## src/rtl/frame_writer_pkg.sv

```systemverilog
// rtl/frame_writer_pkg.sv - shared constants, FSM states and helpers for the frame writer
package frame_writer_pkg;

    localparam int FB_WIDTH  = 640;
    localparam int FB_HEIGHT = 400;
    localparam int FB_PIXELS = FB_WIDTH * FB_HEIGHT;

    localparam int ADDR_W  = 18;
    localparam int COLOR_W = 16;

    // RGB565 field positions within a colour word
    localparam int RGB_R_LSB = 11;
    localparam int RGB_R_W   = 5;
    localparam int RGB_G_LSB = 5;
    localparam int RGB_G_W   = 6;
    localparam int RGB_B_LSB = 0;
    localparam int RGB_B_W   = 5;

    typedef enum logic [2:0] {
        ST_IDLE        = 3'd0,
        ST_SETUP       = 3'd1,
        ST_PULSE       = 3'd2,
        ST_HOLD        = 3'd3,
        ST_CLEAR_SETUP = 3'd4,
        ST_CLEAR_PULSE = 3'd5,
        ST_CLEAR_HOLD  = 3'd6
    } fw_state_e;

    function automatic logic is_clear_state(fw_state_e s);
        return (s == ST_CLEAR_SETUP) || (s == ST_CLEAR_PULSE) || (s == ST_CLEAR_HOLD);
    endfunction

endpackage

```

## src/rtl/frame_writer_frag_fifo.sv

```systemverilog
// rtl/frame_writer_frag_fifo.sv - synchronous fragment FIFO with show-ahead head entry
module frag_fifo #(
    parameter int DEPTH = 8,
    parameter int WIDTH = 34,
    parameter int CNT_W = $clog2(DEPTH) + 1
) (
    input  logic             clk_i,
    input  logic             rst_n_i,
    input  logic             push_i,
    input  logic [WIDTH-1:0] push_data_i,
    input  logic             pop_i,
    output logic [WIDTH-1:0] pop_data_o,
    output logic             full_o,
    output logic             empty_o,
    output logic [CNT_W-1:0] count_o
);

    localparam int PTR_W = $clog2(DEPTH);

    logic [WIDTH-1:0] mem_q [DEPTH];
    logic [PTR_W-1:0] wr_ptr_q;
    logic [PTR_W-1:0] rd_ptr_q;
    logic [CNT_W-1:0] count_q;

    always_ff @(posedge clk_i) begin
        if (push_i) begin
            mem_q[wr_ptr_q] <= push_data_i;
        end
    end

    // Pointers wrap naturally because DEPTH is a power of two
    always_ff @(posedge clk_i or negedge rst_n_i) begin
        if (!rst_n_i) begin
            wr_ptr_q <= '0;
            rd_ptr_q <= '0;
            count_q  <= '0;
        end else begin
            if (push_i) begin
                wr_ptr_q <= wr_ptr_q + 1'b1;
            end
            if (pop_i) begin
                rd_ptr_q <= rd_ptr_q + 1'b1;
            end
            case ({push_i, pop_i})
                2'b10:   count_q <= count_q + 1'b1;
                2'b01:   count_q <= count_q - 1'b1;
                default: count_q <= count_q;
            endcase
        end
    end

    assign pop_data_o = mem_q[rd_ptr_q];
    assign full_o     = (count_q == CNT_W'(DEPTH));
    assign empty_o    = (count_q == '0);
    assign count_o    = count_q;

endmodule

```

## src/rtl/frame_writer.sv

```systemverilog
// rtl/frame_writer.sv - fragment FIFO plus 3-phase async SRAM write engine with full-frame clear
module frame_writer
    import frame_writer_pkg::*;
#(
    parameter int FIFO_DEPTH = 8,
    parameter int FB_PIXELS  = frame_writer_pkg::FB_PIXELS
) (
    input  logic               I_CLOCK,
    input  logic               I_RESET_N,
    input  logic               I_FRAG_VALID,
    input  logic [ADDR_W-1:0]  I_FRAG_ADDR,
    input  logic [COLOR_W-1:0] I_FRAG_COLOR,
    output logic               O_FRAG_READY,
    input  logic               I_CLEAR_REQ,
    input  logic [COLOR_W-1:0] I_CLEAR_COLOR,
    output logic               O_CLEAR_BUSY,
    output logic               O_IDLE,
    output logic               O_ADDR_ERR,
    output logic [ADDR_W-1:0]  O_SRAM_ADDR,
    output logic [COLOR_W-1:0] O_SRAM_DQ,
    output logic               O_SRAM_CE_N,
    output logic               O_SRAM_WE_N,
    output logic               O_SRAM_OE_N
);

    localparam int ENTRY_W = ADDR_W + COLOR_W;
    localparam int CNT_W   = $clog2(FIFO_DEPTH) + 1;
    localparam logic [ADDR_W-1:0] PIX_LIMIT = ADDR_W'(FB_PIXELS);
    localparam logic [ADDR_W-1:0] LAST_ADDR = ADDR_W'(FB_PIXELS - 1);

    fw_state_e          state_q, state_d;
    logic               clear_pending_q, clear_pending_d;
    logic [COLOR_W-1:0] clear_color_q;
    logic               ready_q, busy_q, idle_q, addr_err_q;
    logic [ADDR_W-1:0]  sram_addr_q;
    logic [COLOR_W-1:0] sram_dq_q;
    logic               ce_n_q, we_n_q;

    logic               accept, in_range, push, pop, clear_take;
    logic [ENTRY_W-1:0] head;
    logic               fifo_full, fifo_empty;
    logic [CNT_W-1:0]   fifo_count, count_d;

    assign accept     = I_FRAG_VALID && ready_q;
    assign in_range   = I_FRAG_ADDR < PIX_LIMIT;
    assign push       = accept && in_range && !fifo_full;
    assign clear_take = I_CLEAR_REQ && !clear_pending_q;

    frag_fifo #(
        .DEPTH (FIFO_DEPTH),
        .WIDTH (ENTRY_W),
        .CNT_W (CNT_W)
    ) u_fifo (
        .clk_i       (I_CLOCK),
        .rst_n_i     (I_RESET_N),
        .push_i      (push),
        .push_data_i ({I_FRAG_ADDR, I_FRAG_COLOR}),
        .pop_i       (pop),
        .pop_data_o  (head),
        .full_o      (fifo_full),
        .empty_o     (fifo_empty),
        .count_o     (fifo_count)
    );

    always_comb begin
        pop             = 1'b0;
        state_d         = state_q;
        clear_pending_d = clear_pending_q || clear_take;
        unique case (state_q)
            ST_IDLE: begin
                if (clear_pending_q && fifo_empty) begin
                    state_d = ST_CLEAR_SETUP;
                end else if (!fifo_empty) begin
                    pop     = 1'b1;
                    state_d = ST_SETUP;
                end
            end
            ST_SETUP: state_d = ST_PULSE;
            ST_PULSE: state_d = ST_HOLD;
            ST_HOLD: begin
                if (!fifo_empty && !clear_pending_q) begin
                    pop     = 1'b1;
                    state_d = ST_SETUP;
                end else if (clear_pending_q && fifo_empty) begin
                    state_d = ST_CLEAR_SETUP;
                end else begin
                    state_d = ST_IDLE;
                end
            end
            ST_CLEAR_SETUP: state_d = ST_CLEAR_PULSE;
            ST_CLEAR_PULSE: state_d = ST_CLEAR_HOLD;
            ST_CLEAR_HOLD: begin
                if (sram_addr_q == LAST_ADDR) begin
                    state_d         = ST_IDLE;
                    clear_pending_d = 1'b0;
                end else begin
                    state_d = ST_CLEAR_SETUP;
                end
            end
            default: state_d = ST_IDLE;
        endcase
    end

    always_comb begin
        count_d = fifo_count;
        if (push && !pop) begin
            count_d = fifo_count + 1'b1;
        end else if (pop && !push) begin
            count_d = fifo_count - 1'b1;
        end
    end

    // Status flags are computed from next-state values so they are exact the cycle they appear
    always_ff @(posedge I_CLOCK or negedge I_RESET_N) begin
        if (!I_RESET_N) begin
            state_q         <= ST_IDLE;
            clear_pending_q <= 1'b0;
            clear_color_q   <= '0;
            ready_q         <= 1'b0;
            busy_q          <= 1'b0;
            idle_q          <= 1'b1;
            addr_err_q      <= 1'b0;
            sram_addr_q     <= '0;
            sram_dq_q       <= '0;
            ce_n_q          <= 1'b1;
            we_n_q          <= 1'b1;
        end else begin
            state_q         <= state_d;
            clear_pending_q <= clear_pending_d;
            if (clear_take) begin
                clear_color_q <= I_CLEAR_COLOR;
            end
            ready_q    <= (count_d != CNT_W'(FIFO_DEPTH)) && !clear_pending_d && !is_clear_state(state_d);
            busy_q     <= clear_pending_d;
            idle_q     <= (count_d == '0) && (state_d == ST_IDLE) && !clear_pending_d;
            addr_err_q <= accept && !in_range;
            case (state_d)
                ST_SETUP: begin
                    sram_addr_q <= head[ENTRY_W-1:COLOR_W];
                    sram_dq_q   <= head[COLOR_W-1:0];
                    ce_n_q      <= 1'b0;
                    we_n_q      <= 1'b1;
                end
                ST_CLEAR_SETUP: begin
                    sram_addr_q <= (state_q == ST_CLEAR_HOLD) ? sram_addr_q + 1'b1 : '0;
                    sram_dq_q   <= clear_color_q;
                    ce_n_q      <= 1'b0;
                    we_n_q      <= 1'b1;
                end
                ST_PULSE, ST_CLEAR_PULSE: we_n_q <= 1'b0;
                ST_HOLD, ST_CLEAR_HOLD:   we_n_q <= 1'b1;
                default: begin
                    ce_n_q <= 1'b1;
                    we_n_q <= 1'b1;
                end
            endcase
        end
    end

    assign O_FRAG_READY = ready_q;
    assign O_CLEAR_BUSY = busy_q;
    assign O_IDLE       = idle_q;
    assign O_ADDR_ERR   = addr_err_q;
    assign O_SRAM_ADDR  = sram_addr_q;
    assign O_SRAM_DQ    = sram_dq_q;
    assign O_SRAM_CE_N  = ce_n_q;
    assign O_SRAM_WE_N  = we_n_q;
    assign O_SRAM_OE_N  = 1'b1;

endmodule

```

## config.mk

```make
export PLATFORM = sky130hd
export DESIGN_NAME = frame_writer
export DESIGN_NICKNAME = d
export VERILOG_FILES = /design/src/rtl/frame_writer_pkg.sv /design/src/rtl/frame_writer_frag_fifo.sv /design/src/rtl/frame_writer.sv
export SDC_FILE = /design/constraint.sdc
export NUM_CORES = 1
export LEC_CHECK = 0
export CORE_ASPECT_RATIO = 0.8
export CORE_MARGIN = 10
export CORE_UTILIZATION = 34
export CTS_CLUSTER_SIZE = 28
export DETAILED_ROUTE_END_ITERATION = 7
export PLACE_DENSITY = 0.62
export SLEW_MARGIN = 10
export SYNTH_ARGS = -nofsm -noshare
export SYNTH_HDL_FRONTEND = slang
export SYNTH_SLANG_ARGS = --single-unit
```

## constraint.sdc

```tcl
create_clock -name I_CLOCK -period 9.6 [get_ports I_CLOCK]
set_clock_uncertainty 0.2 [all_clocks]
set_input_delay 0.96 -clock I_CLOCK [delete_from_list [all_inputs] [get_ports I_CLOCK]]
set_output_delay 0.96 -clock I_CLOCK [all_outputs]
set_load 0.05 [all_outputs]
```

# Word level (Yosys, flattened, before mapping)
# Memories as Yosys holds them, arrays and structs flattened.
# Index checks and enable logic that the tools add are counted.
# totals
regBits	69
latch_bits	0
ramBits	272
rom_bits	0
in_bits	54
out_inout_bits	41
word_cells	92
memories	1
# memory_table
memory	depth	word_bits	rd	rd_ports_with_merged_regs	wr	line_no	rtl
u_fifo.mem_q	8	34	1	0	1	frame_writer_frag_fifo.sv:20	logic [WIDTH-1:0] mem_q [DEPTH];
# op_classes
add_sub_neg	5
multipliers	0
div_mod_pow	0
n_lt_le_gt_ge	1
n_eq_ne	17
shift	0
muxes	22
bitwise	0
reduce_logical	33
# ops
op	count
18-bit case mux with 2 select lines	1
16-bit case mux with 2 select lines	1
3-bit case mux with 7 select lines	1
18-bit by 1-bit adder with 18-bit output, second input constant	1
18-bit == test, second input constant	1
3-bit == test, second input constant	6
18-bit < comparator, second input constant	1
18-bit two-way mux	1
3-bit two-way mux	5
1-bit logical AND	13
3-bit by 2-bit == test with 1-bit output, second input constant	4
1-bit logical NOT	8
4-bit logical NOT	2
1-bit two-way mux	8
4-bit two-way mux	2
4-bit case mux with 2 select lines	1
3-bit by 1-bit adder with 3-bit output, second input constant	2
3-bit by 1-bit == test with 1-bit output, second input constant	2
3-bit logical NOT	2
4-bit by 1-bit adder with 4-bit output, second input constant	1
4-bit == test, second input constant	1
4-bit inequality test, second input constant	1
1-bit case mux with 2 select lines	2
2-bit nonzero test	2
other kinds (6)	9

# Longest topological paths before layout
# depth
depth_word	11
depth_mapped	12

# Cells and area by module
# From an unflattened synthesis, not the netlist that was laid out.
# hier_totals
cells_unflattened	755
hier_area_um2	14056.0
# modules_own_cells
module	instances	cells_per_inst	area_per_inst_um2
frag_fifo	1	449	10812.9
frame_writer	1	306	3243.1

# Worst setup path after synthesis
# No wires, ideal clock.
# synth_path
path_type	input to register
start	input port I_FRAG_ADDR[12]
end	memory u_fifo.mem_q[6][0] (enable)
setup_ns	0.475
t_arrival_ns	4.645
path_slack_ns	4.281
stages	5
path_cell_list	o21ai_0 -> nor2_1 -> a311oi_1 -> nand2_1 -> nor3b_1
# synth_via
elab_chain_cells	5
# synth_lines
element	line_no	rtl
from (decl)	frame_writer.sv:11	input logic [ADDR_W-1:0] I_FRAG_ADDR,
18-bit < comparator	frame_writer.sv:45	assign in_range = I_FRAG_ADDR < PIX_LIMIT;
1-bit logical AND (2 in a row)	frame_writer.sv:46	assign push = accept && in_range && !fifo_full;
named net push	frame_writer.sv:39	logic accept, in_range, push, pop, clear_take;
1-bit two-way mux	frame_writer_frag_fifo.sv:26	if (push_i) begin
1-bit two-way mux (implied by the code)	frame_writer_frag_fifo.sv:27	mem_q[wr_ptr_q] <= push_data_i;
to (decl)	frame_writer_frag_fifo.sv:20	
# The timed path passes the listed nets, and every way through them passes these cells.

# Worst setup path after layout
# layout_path
start	input port I_FRAG_ADDR[11]
end	memory u_fifo.mem_q[2][9] (enable)
# Same word-level chain as after synthesis.

==> impl_metrics.json <==
{
  "register_area_mm2": 0.009905,
  "min_path_type": "reg -> reg",
  "grt_setup_unrepaired": "no",
  "clk_latency_ns": 0.53,
  "cts-buffers-inserted": 35,
  "slew_headroom_pct": 29.62,
  "synth-edff-count": 272,
  "first_global_vias": 7526,
  "syn_area_per_cell_um2": 17.18,
  "power.total_uw": 4821,
  "io_pins": 95,
  "place_ws_ns": 5.026,
  "syn_nets": 872,
  "status": "complete, no violations",
  "async_flop_share_pct": 20.23,
  "synthCells": 809,
  "synthDistinctLibCells": 63,
  "clk_pin_slew_ns": 0.06,
  "area_delta_synth_final_pct": 19.05,
  "ir_drop_uv": 109.5,
  "setup_viol": 0,
  "yosysWarnings": 0,
  "cts_buffer_depth": 3,
  "final_antenna_net_count": 0,
  "cts_setup_buffers": 0,
  "finalHoldViolCount": 0,
  "overflow": 0,
  "max_freq_mhz": 249.2,
  "antenna_found_initial": 1,
  "fin_ws_ns": 5.587,
  "drt-initial-drc-count": 647,
  "die_h_um": 200.8,
  "cts_hold_buf": 0,
  "slew_viol_final": 0,
  "htree_levels": 2,
  "gp_congestion": 0.8341,
  "start_util_pct": 34.28,
  "first_pass_iters": 5,
  "fp.dieW_um": 246.0,
  "grt_start_max_net_pins": 70,
  "power.leakage_uw": 0.005494,
  "syn_area_mm2": 0.01390,
  "p_per_area_mw_per_mm2": 291.4,
  "ys_ff_latch": 341,
  "cp-end-kind": "flop",
  "wire_per_inst_um": 21.78,
  "cts_tree": "built",
  "worst_pin_slew_ns": 1.051,
  "dp.final_hpwl_um": 20260,
  "multi_input_area_mm2": 0.003726,
  "root_buffer": "clkbuf_16",
  "clock-sinks": 341,
  "yosysSeqAreaShare_pct": 71.22,
  "cts_resized": 0,
  "arrival_ns": 3.96,
  "avgViaCountPerCell": 5.125,
  "cp-start-kind": "input pin",
  "die_area_mm2": 0.04941,
  "grt_usage_pct": 12.83,
  "synth_ff_type": "edfxtp_1",
  "wl_um": 32220,
  "worstSetupPathType": "in -> reg",
  "crit_fanout": 34,
  "rows": 66,
  "worst-endpoint-required_ns": 9.55,
  "dr_total_vias": 7580,
  "portBuffers": 93,
  "fin_nets": 973,
  "antennaDiodeCount": 0,
  "drive_gt1_share_pct": 17.22,
  "cap_violations": 0,
  "fin_crit_ns": 4.013,
  "tns_ns": 0,
  "fill_cells": 3611,
  "drc": 0,
  "finalCritPeriodShare_pct": 41.80,
  "core_area_mm2": 0.04055,
  "grt_pass1_wl_um": 48820
}
==> final timing paths <==
kind | depth (start not counted) | end | slack (ns) | from
min in group asynchronous | 2 | u_fifo.wr_ptr_q[1]$_DFFE_PN0P_ | 0.45 | I_RESET_N
setup reg to reg | 8 | O_SRAM_ADDR[17]$_DFFE_PN0N_ | 5.90 | u_fifo.count_o[0]$_DFFE_PN0P_
max in group asynchronous | 2 | u_fifo.rd_ptr_q[0]$_DFFE_PN0P_ | 8.07 | I_RESET_N
setup / recovery | 7 | u_fifo.mem_q[2][9]$_DFFE_PP_ | 5.59 | I_FRAG_ADDR[11]
hold reg to reg | 1 | u_fifo.wr_ptr_q[2]$_DFFE_PN0P_ | 0.29 | u_fifo.wr_ptr_q[2]$_DFFE_PN0P_
hold / removal | 1 | u_fifo.wr_ptr_q[2]$_DFFE_PN0P_ | 0.29 | u_fifo.wr_ptr_q[2]$_DFFE_PN0P_
==> report_power, final <==
part           internal [uW]  total [uW]  leakage, uW  switching [uW]
Combinational            684        1650      0.00173             962
Clock                    727        1280     0.000508             553
Sequential              1720        1900      0.00326             180
Total                   3130        4820      0.00549            1690
==> critical path, stage by stage <==
cell             delay (ns)
clkdlybuf4s50_1        0.55
o21ai_0                0.36
nor2_1                 0.10
a311oi_1               0.82
nand2b_1               0.37
nor3b_2                0.25
buf_4                  0.52
==> final cells by class <==
| class | instances | area share, % |
|---|---|---|
| clock inverters | 19 | 0.9604 |
| multi-input cells | 392 | 22.52 |
| repair buffers | 111 | 6.413 |
| clock buffers | 43 | 5.475 |
| inverters | 29 | 0.6579 |
| flip-flops and latches | 341 | 59.86 |
| well taps | 544 | 4.114 |
==> registers in the layout, summed over array words and instances, names as in the netlist, 3 cells and up <==
| name | count |
|---|---|
| O_SRAM_ADDR | 18 |
| O_SRAM_DQ | 16 |
| clear_color_q | 16 |
| state_q | 3 |
| u_fifo.count_o | 4 |
| u_fifo.mem_q | 272 |
| u_fifo.rd_ptr_q | 3 |
| u_fifo.wr_ptr_q | 3 |
==> routing by layer <==
| layer | global-route usage [%] | share of wire [%] | vias up |
|---|---|---|---|
| met5 | 0 | 0.040 | - |
| met4 | 2.972 | 1.3 | 2 |
| met3 | 3.444 | 7.7 | 33 |
| met2 | 18.14 | 43 | 261 |
| met1 | 19.14 | 48 | 3877 |
| li1 | - | - | 3407 |
==> logic make-up after synthesis <==
logic type | synth area share [%]
adders and majority gates | 0.8102
DFF | 71.22
xor gates and xnor gates | 0.6932
buffers and inverters | 2.368
other | 0.02698
AOI/OAI and AO/OA | 5.969
and+or+nand+nor | 5.393
muxes | 13.52
==> synth_stat cells, types with 5 or more instances <==
master | number | area share, %
nand2_1 | 65 | 1.8
mux2_2 | 6 | 0.49
dfrtp_1 | 66 | 12
a21oi_1 | 7 | 0.25
mux4_2 | 68 | 11
edfxtp_1 | 272 | 59
a311o_1 | 6 | 0.43
buf_2 | 14 | 0.50
mux2i_1 | 28 | 2.0
o21ai_0 | 42 | 1.5
clkbuf_1 | 25 | 0.68
nor3_1 | 9 | 0.32
xnor2_1 | 7 | 0.44
nand4_1 | 6 | 0.27
or3_1 | 6 | 0.27
nor3b_1 | 5 | 0.27
nor2_1 | 25 | 0.68
ha_1 | 9 | 0.81
o221ai_1 | 19 | 1.2
inv_1 | 29 | 0.78
nand3_1 | 8 | 0.29
==> cells in the final DEF, fill, tap and decap left out, types with 6 or more instances in the layout <==
master,instances
clkinv_1,11
a21oi_1,7
clkbuf_16,35
buf_4,18
dfrtp_1,63
xnor2_1,7
clkdlybuf4s50_1,92
or3_1,6
o221ai_1,19
mux2i_1,28
nor2_1,23
inv_1,29
a311o_1,6
nand2_1,65
ha_1,9
nand4_1,6
edfxtp_1,272
mux2_2,6
o21ai_0,42
clkbuf_1,8
nor3_1,7
nand3_1,8
mux4_2,68
==> stage by stage <==
| step | hold slack, ns | area [um^2] | instances | utilization (%) |
|---|---|---|---|---|
| floorplan | 0.2574 | 13900 | 809 | - |
| global placement | 0.2904 | 15480 | 1417 | 38.18 |
| detailed placement | 0.2876 | 15480 | 1417 | 38.18 |
| CTS | 0.2973 | 16550 | 1479 | 40.81 |
| global route | 0.3387 | 16550 | 1479 | 40.81 |
| finish | 0.2936 | 16550 | 1479 | 40.81 |
No activity file was read; power rests on OpenSTA's default activity.
==> RTL edit 1, RTL diff (same settings) <==
The 7 states of `fw_state_e` get a Gray code encoding in 3 bits.
--- a/src/rtl/frame_writer_pkg.sv
+++ b/src/rtl/frame_writer_pkg.sv
@@ -17,13 +17,13 @@
     localparam int RGB_B_W   = 5;
 
     typedef enum logic [2:0] {
-        ST_IDLE        = 3'd0,
-        ST_SETUP       = 3'd1,
-        ST_PULSE       = 3'd2,
-        ST_HOLD        = 3'd3,
-        ST_CLEAR_SETUP = 3'd4,
-        ST_CLEAR_PULSE = 3'd5,
-        ST_CLEAR_HOLD  = 3'd6
+        ST_IDLE        = 3'b000,
+        ST_SETUP       = 3'b001,
+        ST_PULSE       = 3'b011,
+        ST_HOLD        = 3'b010,
+        ST_CLEAR_SETUP = 3'b110,
+        ST_CLEAR_PULSE = 3'b111,
+        ST_CLEAR_HOLD  = 3'b101
     } fw_state_e;
 
     function automatic logic is_clear_state(fw_state_e s);
Behaviour: same outputs for any inputs over 10 cycles, from zero or initial values and one cycle with I_RESET_N low; not proved beyond that.
==> RTL edit 1 against the original RTL <==
  * Final area grew 0.57%
  * Count of clock-buffer cells in the layout is the same
  * Synthesized area is 0.44% higher
  * Worst setup slack worse by 0.33 ns
  * First-iteration DRC count fell by 4.9%
  * Sequential share of layout area shrank 0.34 points
  * Power is essentially flat
  * Wire length fell by 1.4%
  * Synthesized cell count decreased by 2.7%
  * Sequential cell count did not move
  * Fmax fell by 7.7%
  * Combinational power shrank 5%
  * Largest power group unchanged
==> RTL edit 1: results (changes against the original RTL) <==
- Run status: finished clean
- Worst Hold Endpoint: O_SRAM_CE_N$_DFFE_PN1N_
- CP delay by family, top: simple AND/OR/NAND/NOR gates
- Critical R2R Capture: u_fifo.mem_q[4][14]$_DFFE_PP_
- Critical Path Fanout Max: 24 (-29%)
- Worst slew pin tran: 1.211 ns (+0.1602 ns)
- Share of layout cells above drive strength 1: 21.97% (+4.7 points)
- Drt pass-1 iters: 7 (+2)
- Vias in the first global route: 7572 (+0.61%)
- Synth unique cells: 75 (+19%)
- Mean Syn Cell Area: 17.74 µm² (+3.2%)
- CP max stage cell: nor3b_2
- Area post-placement: 15490 µm² (about the same)
- Worst hold stages: 2 (+1)
- Hold path startpoint: O_SRAM_CE_N$_DFFE_PN1N_
- Clock share of power: 28.0% (+1.4 points)
- R2r setup slk: 5.80 ns (-0.10 ns)
- Max Freq: 0.2300 GHz (-7.7%)
- Largest cells by area after synthesis: edfxtp_1, dfrtp_1, mux4_2, mux2_2, o21ai_0
- Met1 Track Usage GR: 18.87% (-0.27 points)
- Final GP Congestion: 0.7954 (-4.6%)
- Worst slack at placement: 4.659 ns (-0.3670 ns)
- R2R depth: 6 (-2)
- Metal2 WL: 14140 µm (+1.9%)
- Worst hold margin: 0.2618 ns (-0.03182 ns)
- Iter 0 DRT Violations: 615 (-4.9%)
- Post-route insts no fill: 1460 (-1.3%)
- Filler instances: 3668 (+1.6%)
## RTL edit 1: cell types whose count changed in the layout (fill, tap and decap cells not counted), moves of 10 or more
cell and change:
mux2i_1 -10, nor2_1 +14, nand2_1 -23, o21ai_1 +14, mux2_2 +28, inv_1 -16
o221ai_1 -19
## RTL edit 1: area by class of cell
| type | count | area, µm² | area share, % |
|---|---|---|---|
| multi-input cells | 389 | 3804 | 22.86 |
| well taps | 544 | 680.7 | 4.091 |
| clock buffers | 43 | 948.4 | 5.700 |
| inverters | 13 | 48.80 | 0.2933 |
| flip-flops and latches | 341 | 9905 | 59.52 |
| repair buffers | 109 | 1049 | 6.301 |
| diodes | 1 | 2.502 | 0.01504 |
| clock inverters | 20 | 202.7 | 1.218 |
## RTL edit 1: kinds of logic after synthesis
kind of cell / synth area share [%]
DFF: 70.91
and+or+nand+nor: 5.136
muxes: 15.00
AOI/OAI and AO/OA: 5.324
buffers and inverters: 2.169
xor gates and xnor gates: 0.6275
adders and majority gates: 0.8067
other: 0.02686
==> RTL edit 2, RTL diff (same flow settings) <==
Without the edit above. `FIFO_DEPTH`: 8 -> 16.
--- a/src/rtl/frame_writer.sv
+++ b/src/rtl/frame_writer.sv
@@ -2,7 +2,7 @@
 module frame_writer
     import frame_writer_pkg::*;
 #(
-    parameter int FIFO_DEPTH = 8,
+    parameter int FIFO_DEPTH = 16,
     parameter int FB_PIXELS  = frame_writer_pkg::FB_PIXELS
 ) (
     input  logic               I_CLOCK,
Check against the original RTL: same outputs for any inputs over 4 cycles, from zero or initial values and one cycle with I_RESET_N low; that may be too few to reach the edited logic, so the function may still have changed.
==> RTL edit 2 against the original RTL <==
  * Global-route usage is 0.59 points higher
  * Critical endpoint is now u_fifo.mem_q[3][3]$_DFFE_PP_
  * Sequential cell count is 275 higher
  * Final area is 70% higher
  * Wire length is 75% higher
  * Worst setup slack worse by 0.53 ns
  * Power is 63% higher
  * Synthesized cell count is 45% higher
  * Highest routed layer is now met4
  * Largest power group unchanged
  * Synthesized area is 75% higher
  * Count of clock-buffer cells in the layout is 35 higher
  * Non-clock buffer count is 5 lower
==> RTL edit 2: results (changes against the original RTL) <==
- Run status: finished clean
- Share of layout cells above drive strength 1: 22.46% (+5.2 points)
- Clock transition at the registers of the reported paths: 0.06 ns (about the same)
- Synth unique cells: 63 (unchanged)
- Hold path startpoint: O_SRAM_CE_N$_DFFE_PN1N_
- Reg2reg start: u_fifo.rd_ptr_q[0]$_DFFE_PN0P_
- Wl on met1: 26010 µm (+69%)
- Final GP Congestion: 0.7833 (-6.1%)
- Yosys top cell area share: 67.35% (+8.6 points)
- Pwr Total: 7.846 mW (+63%)
- Largest register FFs: 544 (+100%)
- CTS Buf Count: 60 (+71%)
- Biggest register: u_fifo.mem_q
- Asr flop ratio synth: 11.69% (-8.5 points)
- Pleak: 9.024 nW (+64%)
- Postcts setup bufs: 0 (unchanged)
- Post-Synth XOR/XNOR Area: 0.5417% (-0.15 points)
- Met3 WL: 4025 µm (+62%)
- Arrival time at the worst endpoint: 4.57 ns (+0.61 ns)
- I/O Buffers: 93 (unchanged)
- DP HPWL: 32670 µm (+61%)
- Post-synth EDFFs: 544 (+100%)
- Gr usage total: 13.42% (+0.59 points)
- Iter 0 DRT Violations: 1406 (+120%)
- Filler instances: 6249 (+73%)
- YS warnings: 0 (unchanged)
- Largest net degree at the start of global routing: 103 (+47%)
- CTS Buffer Depth: 3 (unchanged)
- Area share of fa/ha/maj cells after synthesis: 0.6706% (-0.14 points)
- Critical Path Fanout Max: 34 (unchanged)
- Post-synth net total: 1244 (+43%)
- Top Metal Used: met4
- Synth Flop Type: edfxtp_1
- Nets: 1353 (+39%)
- Most frequent cells after synthesis: edfxtp_1, mux4_2, dfrtp_1
- Drt pass-1 iters: 5 (unchanged)
- Vias in the first global route: 12282 (+63%)
- Clock root cell: clkbuf_16
- H-tree levels: 2 (unchanged)
- Synth Area in Compound Gates: 3.286% (-2.7 points)
- Register area share after synthesis: 74.79% (+3.6 points)
- Largest cells by area after synthesis: edfxtp_1, mux4_2, dfrtp_1, a21oi_1, mux2_2
- Initial antenna violation count: 3 (+2)
- Antenna Cells: 0 (unchanged)
- VDD IR max: 0.2541 mV (+130%)
- Gates resized, CTS repair: 0 (unchanged)
- First-pass GRT wire length: 83400 µm (+71%)
- Worst rel slew slack: 18.27% (-11 points)
- Worst-skew pair later-pin latency: 0.63 ns (+0.10 ns)
- Hold Path Class: flip-flop to flip-flop
- CP startpoint: I_FRAG_ADDR[12]
- Metal2 WL: 25570 µm (+84%)
- Post-synthesis mux area share: 15.79% (+2.3 points)
- Routed vias/inst: 5.286 (+3.1%)
- Post-Route WL: 56410 µm (+75%)
## RTL edit 2: cell types whose count changed in the layout (fill, tap and decap cells not counted), moves of 13 or more
cell / unedited run / this run
edfxtp_1: 272 / 544
o21ai_0: 42 / 27
o221ai_1: 19 / 0
clkbuf_16: 35 / 60
mux2i_1: 28 / 2
inv_1: 29 / 9
nor2_1: 23 / 39
a21oi_1: 7 / 49
nand2_1: 65 / 39
and2_2: 0 / 13
mux4_2: 68 / 156
## RTL edit 2: layer usage
| layer | GRT usage (%) | up-vias |
|---|---|---|
| met1 | 19.99 | 6420 |
| met4 | 2.971 | 0 |
| met3 | 2.603 | 67 |
| met5 | 0 | - |
| met2 | 20.09 | 424 |
| li1 | - | 5088 |
## RTL edit 2: power breakdown
part / internal [mW] / switching, mW
combinational: 1.01 / 1.30
clock: 1.31 / 0.993
sequential: 3.03 / 0.206
total: 5.35 / 2.50
## RTL edit 2: worst max-delay path, stage by stage
cell,delay (ns)
clkdlybuf4s50_1,0.80
o21ai_0,0.43
nor2_1,0.11
a311oi_2,0.64
inv_1,0.22
nor3_1,0.33
and2_2,1.04
## RTL edit 2: logic make-up after synthesis
kind of cell / Yosys count
DFF: 616
muxes: 179
and+or+nand+nor: 158
xor gates and xnor gates: 15
AOI/OAI and AO/OA: 126
buffers and inverters: 69
adders and majority gates: 13
other: 1
## RTL edit 2: per-stage QoR
step | instances | instance area, µm² | worst slack, ns | hold WS, ns | util [%]
floorplan | 1177 | 24250 | 5.954 | 0.2814 | -
global placement | 2158 | 26180 | 4.734 | 0.2523 | 37.11
detailed placement | 2158 | 26180 | 4.483 | 0.2655 | 37.11
CTS | 2270 | 28100 | 5.149 | 0.2758 | 39.83
global route | 2270 | 28100 | 4.769 | 0.3196 | 39.84
finish | 2270 | 28100 | 5.057 | 0.2755 | 39.84
## RTL edit 2: final timing paths
| check | end | slack, ns | cells past startpoint |
|---|---|---|---|
| max | u_fifo.mem_q[3][3]$_DFFE_PP_ | 5.06 | 7 |
| min | O_SRAM_CE_N$_DFFE_PN1N_ | 0.28 | 2 |
| max reg2reg | O_SRAM_ADDR[17]$_DFFE_PN0N_ | 5.74 | 6 |
| min reg2reg | O_SRAM_CE_N$_DFFE_PN1N_ | 0.28 | 2 |
| max in group asynchronous | u_fifo.rd_ptr_q[0]$_DFFE_PN0P_ | 8.13 | 1 |
| min in group asynchronous | O_SRAM_ADDR[11]$_DFFE_PN0N_ | 0.29 | 1 |
## RTL edit 2: area by class of cell
type,count,area (µm²),share of cell area [%]
multi-input cells,492,5784,20.58
well taps,934,1169,4.158
inverters,10,37.54,0.1336
clock inverters,34,324.1,1.153
repair buffers,106,1039,3.695
clock buffers,78,1599,5.690
flip-flops and latches,616,18150,64.59
